File: src/rtl/i2c_txn_arbiter.sv
// Round-robin arbiter/sequencer sharing one I2C master among NUM_REQ requesters.
// Grant 1 clk after req; done/err 1 clk after busy falls or timeout; losers simply hold req.
module i2c_txn_arbiter #(
   parameter int DATA_WIDTH    = 8,
   parameter int NUM_REQ       = 4,
   parameter int START_TIMEOUT = 16,
   parameter int TXN_TIMEOUT   = 4096
) (
   input  logic                                clk,
   input  logic                                rst,
   input  logic [NUM_REQ-1:0]                  req,
   input  logic [NUM_REQ-1:0]                  req_wrEn,
   input  logic [NUM_REQ*(DATA_WIDTH-1)-1:0]   req_slvAddr,
   input  logic [NUM_REQ*DATA_WIDTH-1:0]       req_regAddr,
   input  logic [NUM_REQ*DATA_WIDTH-1:0]       req_dataIn,
   output logic [NUM_REQ-1:0]                  gnt,
   output logic [NUM_REQ-1:0]                  done,
   output logic [NUM_REQ-1:0]                  err,
   output logic                                mst_newTXN,
   output logic                                mst_wrEn,
   output logic [DATA_WIDTH-2:0]               mst_slvAddr,
   output logic [DATA_WIDTH-1:0]               mst_regAddr,
   output logic [DATA_WIDTH-1:0]               mst_dataIn,
   input  logic                                mst_busy
);

   localparam int PW    = $clog2(NUM_REQ);
   localparam int MAXTO = (TXN_TIMEOUT > START_TIMEOUT) ? TXN_TIMEOUT : START_TIMEOUT;
   localparam int CW    = $clog2(MAXTO) + 1;
   localparam int SW    = DATA_WIDTH - 1;

   localparam logic [CW-1:0] START_LAST = CW'(START_TIMEOUT - 1);
   localparam logic [CW-1:0] TXN_LAST   = CW'(TXN_TIMEOUT - 1);
   localparam logic [CW-1:0] CNT_MAX    = '1;
   localparam logic [PW-1:0] PTR_LAST   = PW'(NUM_REQ - 1);

   typedef enum logic [1:0] {
      IDLE      = 2'd0,
      LAUNCH    = 2'd1,
      WAIT_DONE = 2'd2,
      RELEASE   = 2'd3
   } state_t;

   state_t          state, state_nxt;
   logic [PW-1:0]   rr_ptr;
   logic [PW-1:0]   g_idx;
   logic [PW-1:0]   pick_idx;
   logic            pick_vld;
   logic [CW-1:0]   cnt;
   logic            capture;
   logic            finish_ok;
   logic            finish_err;
   logic [PW:0]     scan_idx;

   // First requester at or after rr_ptr, wrapping at NUM_REQ-1.
   always_comb begin
      pick_vld = 1'b0;
      pick_idx = '0;
      scan_idx = '0;
      for (int i = 0; i < NUM_REQ; i++) begin
         scan_idx = {1'b0, rr_ptr} + (PW+1)'(i);
         if (scan_idx >= (PW+1)'(NUM_REQ)) begin
            scan_idx = scan_idx - (PW+1)'(NUM_REQ);
         end
         if (!pick_vld && req[scan_idx[PW-1:0]]) begin
            pick_vld = 1'b1;
            pick_idx = scan_idx[PW-1:0];
         end
      end
   end

   always_comb begin
      state_nxt  = state;
      capture    = 1'b0;
      finish_ok  = 1'b0;
      finish_err = 1'b0;
      case (state)
         IDLE: begin
            if (pick_vld) begin
               capture   = 1'b1;
               state_nxt = LAUNCH;
            end
         end
         LAUNCH: begin
            // Busy wins over the timeout when both land on the same cycle.
            if (mst_busy) begin
               state_nxt = WAIT_DONE;
            end else if (cnt == START_LAST) begin
               finish_err = 1'b1;
               state_nxt  = RELEASE;
            end
         end
         WAIT_DONE: begin
            if (!mst_busy) begin
               finish_ok = 1'b1;
               state_nxt = RELEASE;
            end else if (cnt == TXN_LAST) begin
               finish_err = 1'b1;
               state_nxt  = RELEASE;
            end
         end
         RELEASE: begin
            state_nxt = IDLE;
         end
         default: begin
            state_nxt = IDLE;
         end
      endcase
   end

   always_ff @(posedge clk) begin
      if (rst) begin
         state <= IDLE;
      end else begin
         state <= state_nxt;
      end
   end

   always_ff @(posedge clk) begin
      if (rst) begin
         rr_ptr      <= '0;
         g_idx       <= '0;
         cnt         <= '0;
         gnt         <= '0;
         done        <= '0;
         err         <= '0;
         mst_newTXN  <= 1'b0;
         mst_wrEn    <= 1'b0;
         mst_slvAddr <= '0;
         mst_regAddr <= '0;
         mst_dataIn  <= '0;
      end else begin
         done <= '0;
         err  <= '0;

         // Cleared on every state entry, saturating otherwise.
         if (state_nxt != state) begin
            cnt <= '0;
         end else if (cnt != CNT_MAX) begin
            cnt <= cnt + 1'b1;
         end

         if (capture) begin
            g_idx       <= pick_idx;
            gnt         <= NUM_REQ'(1) << pick_idx;
            mst_newTXN  <= 1'b1;
            mst_wrEn    <= req_wrEn[pick_idx];
            mst_slvAddr <= req_slvAddr[int'(pick_idx)*SW +: SW];
            mst_regAddr <= req_regAddr[int'(pick_idx)*DATA_WIDTH +: DATA_WIDTH];
            mst_dataIn  <= req_dataIn[int'(pick_idx)*DATA_WIDTH +: DATA_WIDTH];
         end

         if (state == LAUNCH && state_nxt != LAUNCH) begin
            mst_newTXN <= 1'b0;
         end

         // gnt is one-hot for the owner, so it doubles as the pulse mask.
         if (finish_ok) begin
            done <= gnt;
         end
         if (finish_err) begin
            err <= gnt;
         end

         if (state == RELEASE) begin
            gnt    <= '0;
            rr_ptr <= (g_idx == PTR_LAST) ? '0 : g_idx + 1'b1;
         end
      end
   end

endmodule

File: config.mk
export PLATFORM = sky130hd
export DESIGN_NAME = i2c_txn_arbiter
export DESIGN_NICKNAME = d
export VERILOG_FILES = /design/src/rtl/i2c_txn_arbiter.sv
export SDC_FILE = /design/constraint.sdc
export NUM_CORES = 1
export LEC_CHECK = 0
export CORE_UTILIZATION = 46
export CTS_CLUSTER_SIZE = 25
export DETAILED_ROUTE_END_ITERATION = 12
export GPL_ROUTABILITY_DRIVEN = 0
export PLACE_DENSITY = 0.95
export SLEW_MARGIN = 20
export SYNTH_ARGS = -nofsm -noshare
export SYNTH_HDL_FRONTEND = slang
export SYNTH_SLANG_ARGS = --single-unit
File: constraint.sdc
create_clock -name clk -period 3.48 [get_ports clk]
set_input_delay 0.696 -clock clk [delete_from_list [all_inputs] [get_ports clk]]
set_output_delay 0.696 -clock clk [all_outputs]
set_load 0.02 [all_outputs]
==> results.toml, run 1 <==
[logic_synthesis]
synth.area.top_cells = "dfxtp_1, mux2i_1, o221ai_1"
ys_types = 53
post-synth-top-count-cell = "dfxtp_1"
synth_top_area_cell = "dfxtp_1"
synth-edff-count = 0
synthCells = 363
synth_warnings = 0
yosysTopAreaCellShare_pct = 35.2
synth-async-reset-ratio_pct = 0
syn_avg_cell_area_um2 = 8.76
syn_nets = 474
synth_area_um2 = 3180
yosysSeqAreaShare_pct = 35.2
ys_ff_latch = 56
synth_commonest_cells = "dfxtp_1, mux2i_1, nor2_1"
ys.flop_type = "dfxtp_1"

[setup_path]
path_max_fanout = 34
slowest_delay_ns = 0.58
path_buf_inv = 2
arrival_ns = 2.98
start_kind = "input pin"
reg2reg_to = "cnt[7]"
path_cells = "clkdlybuf4s50_1, or4_4, nand2_1, buf_4, or3_1, o221ai_1"
timing.rr.start = "state[1]"
worstSetupPathType = "input pin to flop"
required_ns = 3.64
rrSetupSlack_ns = 0.93
crit_family = "simple AND/OR/NAND/NOR gates"
critPathSlowestCell = "or4_4"
rr_worst_depth = 7
crit_path_end_kind = "flop"

[layout]
diodes = 0
nNetsFinal = 601
syn_to_final_growth_pct = 47.6
stdcell_count = 567
drive_gt1_share_pct = 6.73

[die]
design.core.area_um2 = 6490
fp-row-count = 29
die_h_um = 85.2
ios = 140
die_w_um = 85.2
start_util_pct = 49.0
die_area_um2 = 7250

[global_route]
grt_antenna_before_repair = 0
grt_usage_pct = 28.2
grt_first_pass_wirelength_um = 16300
grt-ovfl-total = 0
grt_start_max_net_pins = 35
grt_pass1_vias = 3516

[power_and_ir_drop]
p_int_mw = 1.16
p_switching_uw = 575
total_power_mw = 1.74
seqPwrFrac_pct = 43.6
leakage_nw = 1.81
p_comb_share_pct = 36.9
p_sw_share_pct = 33.1
max-vdd-ir-drop_v = 0.000194
pwr-share-clk_pct = 19.5
powerDensity_nw_per_um2 = 370

[timing]
hold_viol = 0
rsz0062_at_grt = "no"
setup_viol = 0
period_share_pct = 81.0
fin_tns_setup_ns = 0
slew_headroom_pct = 50.2
skew_ns = 0.00721
slew_viol_final = 0
max_freq_mhz = 355
period_minus_slack_ns = 2.82
worstMarginPinSlew_ns = 0.745

[route]
drtIter0Drc = 254
drt_wl_total_um = 9970
antenna_left = 0
via_per_inst = 6.01
drc = 0
vias = 3407
routedWlPerCell_um = 17.6
drtPass1Iterations = 4

[cts]
root_buffer = "clkbuf_8"
ctsResizeCount = 0
hold_buffers = 0
clk_path_buf_depth = 2
postCtsSetupBuffers = 0
cts_tree = "built"
cts_max_level = 2
path_clk_slew_ns = 0.10
clk_latency_ns = 0.30
cts_num_sinks = 56
cts_buffers = 5

[place]
place_inst = 560
hpwl_um = 7520
portBuffers = 139

[worst_hold_path]
hold_depth = 2
worstHoldEndpoint = "cnt[1]"
hp-start = "cnt[1]"
hold_path_class = "flop to flop"

[run_status]
outcome = "complete, no violations"

[flow_run]
cap_violations = 0
==> routing by layer <==
layer	share of wire (%)	vias up	global-route usage, %
met5	0	-	0
li1	-	1622	-
met1	39	1592	33.0
met2	51	158	48.9
met4	4.1	0	15.4
met3	6.5	35	5.25
==> worst max-delay path by stage <==
stage	from	end	slack (ns)	cells after the start
after floorplan	req[0]	mst_regAddr[1]	1.42	5
final	req[0]	mst_slvAddr[6]	0.66	6
after global placement	req[2]	mst_regAddr[2]	0.54	6
after detailed placement	req[2]	mst_regAddr[2]	0.40	6
after CTS	req[2]	mst_regAddr[2]	0.71	6
after global routing	req[0]	mst_slvAddr[6]	0.55	6
==> power by group through the flow <==
stage / Clock, mW / Combinational (mW) / Sequential (mW)
2_1_floorplan: 0 / 0.273 / 0.826
3_3_place_gp: 0 / 0.613 / 0.767
3_5_place_dp: 0 / 0.632 / 0.770
4_1_cts: 0.344 / 0.634 / 0.756
5_1_grt: 0.372 / 0.691 / 0.767
6_report: 0.338 / 0.640 / 0.757
==> kinds of logic after synthesis <==
| group | synth area share, % |
|---|---|
| xor gates and xnor gates | 2.20 |
| buffers and inverters | 4.44 |
| muxes | 10.1 |
| adders and majority gates | 3.15 |
| AOI/OAI and AO/OA | 20.7 |
| DFF | 35.2 |
| and+or+nand+nor | 24.2 |
==> registers in the layout (all words and copies together) (netlist names), 2 cells and up <==
register,count
cnt,13
done,4
err,4
g_idx,2
gnt,4
mst_dataIn,8
mst_regAddr,8
mst_slvAddr,7
rr_ptr,2
state,2
==> through the flow <==
| step | hold WS, ns | setup WS (ns) | instance area [um^2] | util (%) |
|---|---|---|---|---|
| 6_report | 0.483 | 0.662 | 4690 | 72.3 |
| 5_1_grt | 0.518 | 0.553 | 4690 | 72.3 |
| 4_1_cts | 0.484 | 0.715 | 4690 | 72.2 |
| 3_5_place_dp | 0.471 | 0.400 | 4610 | 70.9 |
| 3_3_place_gp | 0.458 | 0.538 | 4610 | 70.9 |
| 2_1_floorplan | 0.449 | 1.42 | 3180 | - |
==> cell type report <==
| type | instances | area, um^2 |
|---|---|---|
| Tap cell | 77 | 96.3 |
| Clock buffer | 5 | 68.8 |
| Fill cell | 470 | 1800 |
| Clock inverter | 2 | 12.5 |
| Sequential cell | 56 | 1120 |
| Timing Repair Buffer | 146 | 1440 |
| Inverter | 5 | 18.8 |
| Multi-Input combinational cell | 276 | 1930 |
==> tightest hold or removal path, stage by stage, from the launching register on <==
cell     delay [ns]
dfxtp_1        0.33
nand2_1        0.06
a21oi_1        0.05
==> cell usage in the layout, fill, tap and decap left out, types with 12 or more instances in the layout <==
master and n:
nand2_1 20, clkdlybuf4s50_1 139, a21boi_0 13, a2111oi_0 12
o221ai_1 19, mux2i_1 32, nand3_1 23, dfxtp_1 56
and3_1 21, o21ai_0 16, nor2_1 28
(Power assumes the default switching activity.)
==> run 2, diff against run 1 <==
--- a/config.mk
+++ b/config.mk
@@ -5,11 +5,11 @@
 export SDC_FILE = /design/constraint.sdc
 export NUM_CORES = 1
 export LEC_CHECK = 0
-export CORE_UTILIZATION = 46
+export CORE_UTILIZATION = 38
 export CTS_CLUSTER_SIZE = 25
 export DETAILED_ROUTE_END_ITERATION = 12
 export GPL_ROUTABILITY_DRIVEN = 0
-export PLACE_DENSITY = 0.95
+export PLACE_DENSITY = 0.86
 export SLEW_MARGIN = 20
 export SYNTH_ARGS = -nofsm -noshare
 export SYNTH_HDL_FRONTEND = slang
==> constraint.sdc (replaced) <==
create_clock -name clk -period 2.3 [get_ports clk]
set_input_delay 0.46 -clock clk [delete_from_list [all_inputs] [get_ports clk]]
set_output_delay 0.46 -clock clk [all_outputs]
set_load 0.02 [all_outputs]
==> run 2 against run 1 <==
Clock skew decreased by 0.0020 ns. First-iteration DRC count decreased by 15%. Largest cell class unchanged. Critical endpoint is now mst_wrEn. Routed wire length is 1.3% higher.
==> results.toml, run 2 (synthesis results as in run 1) <==
[route]
drtIter0Drc = 215
drtPass1Iterations = 5
drt_wl_total_um = 10100
drc = 0
routedWlPerCell_um = 16.4
via_per_inst = 5.68
antenna_left = 0
vias = 3495

[global_route]
grt_usage_pct = 22.3
grt_first_pass_wirelength_um = 15700
grt_pass1_vias = 3271
grt_antenna_before_repair = 0
grt-ovfl-total = 0
grt_start_max_net_pins = 34

[worst_hold_path]
worstHoldEndpoint = "cnt[1]"
hold_path_class = "flop to flop"
hold_depth = 2
hp-start = "cnt[1]"

[power_and_ir_drop]
p_comb_share_pct = 38.6
leakage_nw = 1.94
p_switching_uw = 898
p_int_mw = 1.87
pwr-share-clk_pct = 20.0
max-vdd-ir-drop_v = 0.000323
total_power_mw = 2.77
seqPwrFrac_pct = 41.5
powerDensity_nw_per_um2 = 555
p_sw_share_pct = 32.4

[layout]
largest_reg_flops = 13
top_register = "cnt"
reg.largest.list = "cnt (13), mst_dataIn (8), mst_regAddr (8)"
nNetsFinal = 620
syn_to_final_growth_pct = 57.1
final_common_cell = "clkdlybuf4s50_1"
final_cell_mix = "clkdlybuf4s50_1, dfxtp_1, mux2i_1"
diodes = 0
drive_gt1_share_pct = 11.4

[die]
start_util_pct = 38.9
die_area_um2 = 8740
design.core.area_um2 = 8180
fp-row-count = 33
die_h_um = 93.5
die_w_um = 93.5
ios = 140

[setup_path]
required_ns = 2.52
path_buf_inv = 1
rrSetupSlack_ns = 0.11
rr_worst_depth = 8
timing.rr.start = "state[0]"
reg2reg_to = "cnt[1]"
critPathSlowestCell = "nor3_4"
start_kind = "input pin"
crit_family = "simple AND/OR/NAND/NOR gates"
path_depth = 6
worstSetupPathType = "input pin to flop"
arrival_ns = 2.48
crit_path_end_kind = "flop"
path_cells = "clkdlybuf4s50_1, nor2b_1, a311oi_4, nor3_4, o21ai_0, o221ai_1"
slowest_delay_ns = 0.65
path_max_fanout = 22

[cts]
clk_path_buf_depth = 2
cts_num_sinks = 56
hold_buffers = 0
clk_latency_ns = 0.30
cts_tree = "built"
cts_max_level = 2
root_buffer = "clkbuf_8"
path_clk_slew_ns = 0.09
cts_buffers = 5

[timing]
slew_headroom_pct = 48.9
setup_viol = 0
rsz0062_at_grt = "yes"
skew_ns = 0.00518
hold_viol = 0
slew_viol_final = 0
max_freq_mhz = 443
period_minus_slack_ns = 2.26
fin_tns_setup_ns = 0
period_share_pct = 98.2
hold_ws_ns = 0.488
worstMarginPinSlew_ns = 0.764

[place]
portBuffers = 139
hpwl_um = 7560

[run_status]
outcome = "complete, no violations"

[flow_run]
cap_violations = 0
==> run 2: changes by cell type in the layout (fill, tap and decap cells not counted), sizes merged <==
cell,delta
clkbuf,+3
clkinv,-1
clkinvlp,-1
buf,+19
==> run 2: metrics by stage <==
step           util, %  std cells  setup slack (ns)  cell area [um^2]
2_1_floorplan        -        363             0.327              3180
3_3_place_gp      59.3        607            -0.425              4850
3_5_place_dp      59.4        607            -0.373              4850
4_1_cts           60.5        615            0.0567              4950
5_1_grt           61.1        615           -0.0496              5000
6_report          61.1        615            0.0407              5000
==> run 2: worst max-delay path by stage <==
stage	startpoint	to	slack [ns]
final	req[2]	mst_wrEn	0.04
after global routing	req[2]	mst_wrEn	-0.05
after CTS	req[0]	mst_regAddr[6]	0.06
after detailed placement	req[0]	mst_regAddr[6]	-0.37
after global placement	req[2]	mst_regAddr[2]	-0.42
after floorplan	state[1]	cnt[2]	0.33
==> run 2: routing by layer <==
metal / share of wire [%] / GRT usage, %
met4: 2.6 / 8.08
met1: 42 / 28.1
met2: 49 / 37.8
met5: 0 / 0
met3: 6.4 / 4.31
==> run 2: power groups by stage <==
stage | Sequential (mW) | Combinational, mW | Clock (mW)
4_1_cts | 1.14 | 1.05 | 0.563
2_1_floorplan | 1.25 | 0.413 | 0
6_report | 1.15 | 1.07 | 0.553
5_1_grt | 1.16 | 1.15 | 0.597
3_5_place_dp | 1.16 | 1.04 | 0
3_3_place_gp | 1.16 | 1.01 | 0
==> run 2: worst min-delay path, delay by kind of cell, from the launching register on <==
family	cells	cell delay, ns
simple gates	1	0.06
flops	1	0.33
compound gates	1	0.05
==> run 2: area by class of cell <==
cell class,instances,area (um^2)
Fill cell,653,3180
Multi-Input combinational cell,276,1980
Timing Repair Buffer,165,1650
Sequential cell,56,1120
Tap cell,105,131
Clock buffer,8,90.1
Inverter,5,18.8
==> run 2: timing repair <==
item / CTS / global route
buffers inserted: 0 / 0
pin swaps: 0 / 0
gates resized for setup: 1 / 17
endpoints found under the hold margin: 0 / 0
endpoints found under the setup margin: 6 / 17
